===== config.mk =====
export PLATFORM = sky130hd
export DESIGN_NAME = bin2bcd_seq
export DESIGN_NICKNAME = d
export VERILOG_FILES = /design/src/rtl/bcd_pkg.sv /design/src/rtl/bcd_digit_adj.sv /design/src/rtl/bin2bcd_seq.sv
export SDC_FILE = /design/constraint.sdc
export NUM_CORES = 1
export LEC_CHECK = 0
export ABC_AREA = 1
export CAP_MARGIN = 30
export CORE_UTILIZATION = 51
export DETAILED_ROUTE_END_ITERATION = 8
export PLACE_DENSITY = 0.78
export REMOVE_ABC_BUFFERS = 1
export SYNTH_ARGS = -nofsm -noshare
export SYNTH_HDL_FRONTEND = slang
export SYNTH_SLANG_ARGS = --single-unit

===== constraint.sdc =====
create_clock -name clk_pi -period 1.8 [get_ports clk_pi]
set_clock_uncertainty 0.15 [all_clocks]
set_input_delay 0.18 -clock clk_pi [delete_from_list [all_inputs] [get_ports clk_pi]]
set_output_delay 0.18 -clock clk_pi [all_outputs]
set_load 0.005 [all_outputs]

===== src/rtl/bcd_pkg.sv =====
// Shared types and constants for the sequential binary-to-BCD converter.
package bcd_pkg;

    typedef enum logic [1:0] {
        ST_IDLE  = 2'd0,
        ST_SHIFT = 2'd1,
        ST_DONE  = 2'd2
    } state_t;

    localparam int unsigned BCD_DIGIT_W = 4;
    localparam logic [3:0]  ADJ_THRESH  = 4'd5;
    localparam logic [3:0]  ADJ_ADD     = 4'd3;

    // Decimal digits needed for 2**bin_w - 1, i.e. ceil(bin_w * log10(2)).
    function automatic int unsigned min_digits(input int unsigned bin_w);
        return (bin_w * 30103 + 99999) / 100000;
    endfunction

endpackage


===== src/rtl/bcd_digit_adj.sv =====
// One shift-add-3 digit adjuster: digits of 5 or more get +3 before the shift.
module bcd_digit_adj
    import bcd_pkg::*;
(
    input  logic [3:0] digit,
    output logic [3:0] adj_digit
);

    always_comb begin
        adj_digit = digit;
        if (digit >= ADJ_THRESH) begin
            adj_digit = digit + ADJ_ADD;
        end
    end

endmodule


===== src/rtl/bin2bcd_seq.sv =====
// Sequential double-dabble binary-to-BCD converter, one bit per clock,
// valid/ready handshake on both sides, optional signed input and overflow flag.
module bin2bcd_seq
    import bcd_pkg::*;
#(
    parameter int unsigned BIN_W  = 8,
    parameter int unsigned DIGITS = 3,
    parameter bit          SIGNED = 1'b0
) (
    input  logic                       clk_pi,
    input  logic                       rst_pi,
    input  logic [BIN_W-1:0]           num_pi,
    input  logic                       in_valid_pi,
    output logic                       in_ready_po,
    output logic [BCD_DIGIT_W*DIGITS-1:0] bcdnum_po,
    output logic                       neg_po,
    output logic                       overflow_po,
    output logic                       out_valid_po,
    input  logic                       out_ready_pi
);

    localparam int unsigned BCD_W = BCD_DIGIT_W * DIGITS;
    localparam int unsigned CNT_W = (BIN_W > 1) ? $clog2(BIN_W) : 1;
    localparam logic [CNT_W-1:0] LAST_CNT = CNT_W'(BIN_W - 1);

    state_t             state;
    logic [BCD_W-1:0]   digits_q;
    logic [BCD_W-1:0]   digits_adj;
    logic [BIN_W-1:0]   bin_q;
    logic [BIN_W-1:0]   mag;
    logic [CNT_W-1:0]   count;
    logic               neg_q;
    logic               ovf_q;
    logic               out_valid_q;
    logic               in_neg;

    assign in_neg = SIGNED && num_pi[BIN_W-1];
    assign mag    = in_neg ? (~num_pi + 1'b1) : num_pi;

    for (genvar d = 0; d < DIGITS; d++) begin : g_adj
        bcd_digit_adj u_adj (
            .digit     (digits_q[d*BCD_DIGIT_W +: BCD_DIGIT_W]),
            .adj_digit (digits_adj[d*BCD_DIGIT_W +: BCD_DIGIT_W])
        );
    end

    always_ff @(posedge clk_pi or posedge rst_pi) begin
        if (rst_pi) begin
            state       <= ST_IDLE;
            digits_q    <= '0;
            bin_q       <= '0;
            count       <= '0;
            neg_q       <= 1'b0;
            ovf_q       <= 1'b0;
            out_valid_q <= 1'b0;
        end else begin
            case (state)
                ST_IDLE: begin
                    if (in_valid_pi) begin
                        bin_q    <= mag;
                        neg_q    <= in_neg;
                        digits_q <= '0;
                        ovf_q    <= 1'b0;
                        count    <= '0;
                        state    <= ST_SHIFT;
                    end
                end
                ST_SHIFT: begin
                    // The top bit of the adjusted digits falls off the end; any 1 there
                    // means the magnitude needs more digits than are kept.
                    {digits_q, bin_q} <= {digits_adj[BCD_W-2:0], bin_q, 1'b0};
                    ovf_q             <= ovf_q | digits_adj[BCD_W-1];
                    count             <= count + 1'b1;
                    if (count == LAST_CNT) begin
                        state       <= ST_DONE;
                        out_valid_q <= 1'b1;
                    end
                end
                ST_DONE: begin
                    if (out_ready_pi) begin
                        out_valid_q <= 1'b0;
                        state       <= ST_IDLE;
                    end
                end
                default: begin
                    state <= ST_IDLE;
                end
            endcase
        end
    end

    assign in_ready_po  = (state == ST_IDLE) & ~rst_pi;
    assign bcdnum_po    = digits_q;
    assign neg_po       = neg_q;
    assign overflow_po  = ovf_q;
    assign out_valid_po = out_valid_q;

endmodule


==> flow_summary.toml <==
[run_status]
status = "completed"

[layout]
postLayoutCoreUtil = 0.652
layout_common_cells = "sky130_fd_sc_hd__nand2_1 (53), sky130_fd_sc_hd__dfrtp_1 (25), sky130_fd_sc_hd__clkdlybuf4s50_1 (25)"
fin_cells = 240
antenna-diode-count = 0
post_route_cells_drive_above_1_share = 0.105
net_count_of_the_finished_layout = 230
most_common_cell_after_layout_fill_and_taps_aside = "sky130_fd_sc_hd__nand2_1"
synthToLayoutAreaGrowth_pct = 21.0

[place]
gpl.final_weighted_congestion = 0.870
numPlacedInstances = 234
place.port_buffers = 26
place_hpwl_um = 2200

[job]
max-cap-violations = 0

[sta]
tightest_slew_ns = 0.511
final-max-slew-violation-count = 0
finalCritPeriodShare = 0.936
hold_slack_ns = 0.0611
setup_tns_ns = 0
max_freq_ghz = 0.594
count_of_final_hold_check_violations = 0
fin_crit_ns = 1.68
setup_violations = 0
setup_repair_after_global_routing_missed_its_margin = "false"
timing.max_slew.rel_slack = 0.658

[global_routing]
antenna_violations_before_repair = 0
globalRoute.totalOverflow = 0
global_route.usage.total = 0.206
wire_length_of_the_first_global_routing_pass_um = 5110
grt_pass1_vias = 1227
maximum_number_of_pins_on_one_net_before_global_route_repair = 28

[routing]
route.final.wire_length_um = 2940
number_of_iterations_in_the_first_detailed_routing_pass = 4
detail_route_antenna_nets = 0
post_drt_via_cell_ratio = 5.42
routed_wire_length_per_instance_um = 12.2
route.detailed.drc = 0
vias = 1300
dr.first_iter.drc_count = 57

[critical_path]
worst_r2r_endpoint = "overflow_po"
slowest_stage = "sky130_fd_sc_hd__clkdlybuf4s50_1"
critical_path_data_required_time_ns = 1.47
worstPathCellList = "clkdlybuf4s50_1"
worstReg2RegStart = "bcdnum_po[8]"
cp_max_fo = 7
crit_path_end_kind = "output port"
rr_worst_depth = 7
crit_family = "buffers and inverters"
endpoint_arrival_time_on_the_critical_path_ns = 1.35
reg2reg_setup_slack_ns = 0.25
crit_path_start_kind = "flop"
worst-path-buf-inv = 1
timing.setup.critical_path_class = "reg2out"
cp_slowest_stage_delay_ns = 0.55

[logic_synthesis]
number_of_library_cell_types_mapped_by_synthesis = 22
mean_syn_cell_area_um2 = 8.33
mappedNetlistArea_mm2 = 0.00150
flip_flop_and_latch_count_after_synthesis = 27
synthesis.instances = 180
seq_area_frac_synth = 0.451
yosysWarnings = 0

[clocking]
ctsRootBufferMaster = "sky130_fd_sc_hd__clkbuf_4"
number_of_h_tree_branching_levels = 1
worst_setup_hold_path_clk_slew_ns = 0.16
cts_tree = "done"
cts_buffer_depth = 2
worstSkewPairLatency_ns = 0.33
cts_made_buffers = 3
clock-sinks = 27

[floorplan]
top_level_ports = 28
placeableCoreArea_mm2 = 0.00278
rows = 19
initial_standard_cell_utilization_of_the_core = 0.539
die_area_mm2 = 0.00316
die-width_um = 56.2
fp.dieH_um = 56.2

[hold_path]
holdCritPathClass = "in2async"

[pwr]
power-per-cell-area_mw_per_mm2 = 1740
cellLeakagePower_uw = 0.000879
total_power_uw = 3150
peakVddDrop_v = 0.00123
## worst max path at each step
stage          slack (ns)             to          start  cells past startpoint
2_1_floorplan        0.47   bcdnum_po[9]   bcdnum_po[8]                      8
3_3_place_gp         0.23    in_ready_po         rst_pi                      3
3_5_place_dp         0.18    in_ready_po         rst_pi                      3
4_1_cts              0.11   bcdnum_po[2]   bcdnum_po[2]                      1
5_1_grt              0.06   bcdnum_po[2]   bcdnum_po[2]                      1
6_report             0.12  bcdnum_po[10]  bcdnum_po[10]                      1
## cells in the mapped netlist
cell | n | area, um2
sky130_fd_sc_hd__nand2_1 | 53 | 199
sky130_fd_sc_hd__dfrtp_1 | 27 | 676
sky130_fd_sc_hd__inv_1 | 16 | 60.1
sky130_fd_sc_hd__nand3_1 | 16 | 80.1
sky130_fd_sc_hd__nor2_1 | 11 | 41.3
sky130_fd_sc_hd__o21ai_0 | 10 | 50.1
sky130_fd_sc_hd__a21oi_1 | 9 | 45.0
sky130_fd_sc_hd__ha_1 | 8 | 100
sky130_fd_sc_hd__nand4_1 | 6 | 37.5
sky130_fd_sc_hd__nand2_4 | 3 | 33.8
sky130_fd_sc_hd__o21ai_2 | 3 | 26.3
sky130_fd_sc_hd__o22ai_2 | 3 | 37.5
sky130_fd_sc_hd__a22o_1 | 2 | 17.5
sky130_fd_sc_hd__buf_4 | 2 | 15.0
sky130_fd_sc_hd__buf_6 | 2 | 22.5
sky130_fd_sc_hd__inv_2 | 2 | 7.51
sky130_fd_sc_hd__o21bai_1 | 2 | 15.0
sky130_fd_sc_hd__a21oi_2 | 1 | 8.76
sky130_fd_sc_hd__conb_1 | 1 | 3.75
sky130_fd_sc_hd__nor2_4 | 1 | 11.3
sky130_fd_sc_hd__nor3_1 | 1 | 5.00
sky130_fd_sc_hd__o22ai_1 | 1 | 6.26
## where the power goes
part | switching (uW) | internal [uW] | total [uW] | leakage (uW)
clock network | 187 | 84.9 | 271 | 0.0000139
registers | 232 | 892 | 1120 | 0.000331
logic | 962 | 791 | 1750 | 0.000534
## per-layer routing
| layer | wire [um] | vias up | global-route usage | part of all wire |
|---|---|---|---|---|
| li1 | - | 651 | - | - |
| met3 | 91 | 4 | 0.0209 | 0.031 |
| met2 | 1460 | 24 | 0.369 | 0.50 |
| met4 | 33 | 0 | 0.0732 | 0.011 |
| met5 | 0 | - | 0 | 0 |
| met1 | 1360 | 621 | 0.258 | 0.46 |
## cells by family after synthesis
family                     share of synthesized area
and+or+nand+nor                                0.272
AOI/OAI and AO/OA                              0.138
other                                        0.00250
DFF                                            0.451
buffers and inverters                         0.0701
adders and majority gates                     0.0668
## flip-flops by register name (all words and copies together), names as in the netlist
signal / cells
count: 3
bin_q: 8
out_valid_po: 1
bcdnum_po: 12
state: 2
overflow_po: 1
## through the flow
| stage | cell area, um2 | setup slack, ns |
|---|---|---|
| finish | 1810 | 0.115 |
| global route | 1810 | 0.0594 |
| CTS | 1810 | 0.108 |
| detailed placement | 1770 | 0.182 |
| global placement | 1770 | 0.228 |
| floorplan | 1460 | 0.471 |
## cell type report
class	instances	area [um2]
inverters	18	67.6
clock buffers	3	22.5
flip-flops and latches	27	678
repair buffers	29	282
well taps	31	38.8
multi-input cells	131	718
clock inverters	1	7.51
fillers	256	967
## timing repair
action                     in CTS  in global routing
resized for setup               3                  0
hold buffers                    0                  0
setup buffers                   2                  0
setup endpoints to repair       1                  0
(Power assumes the default switching activity.)
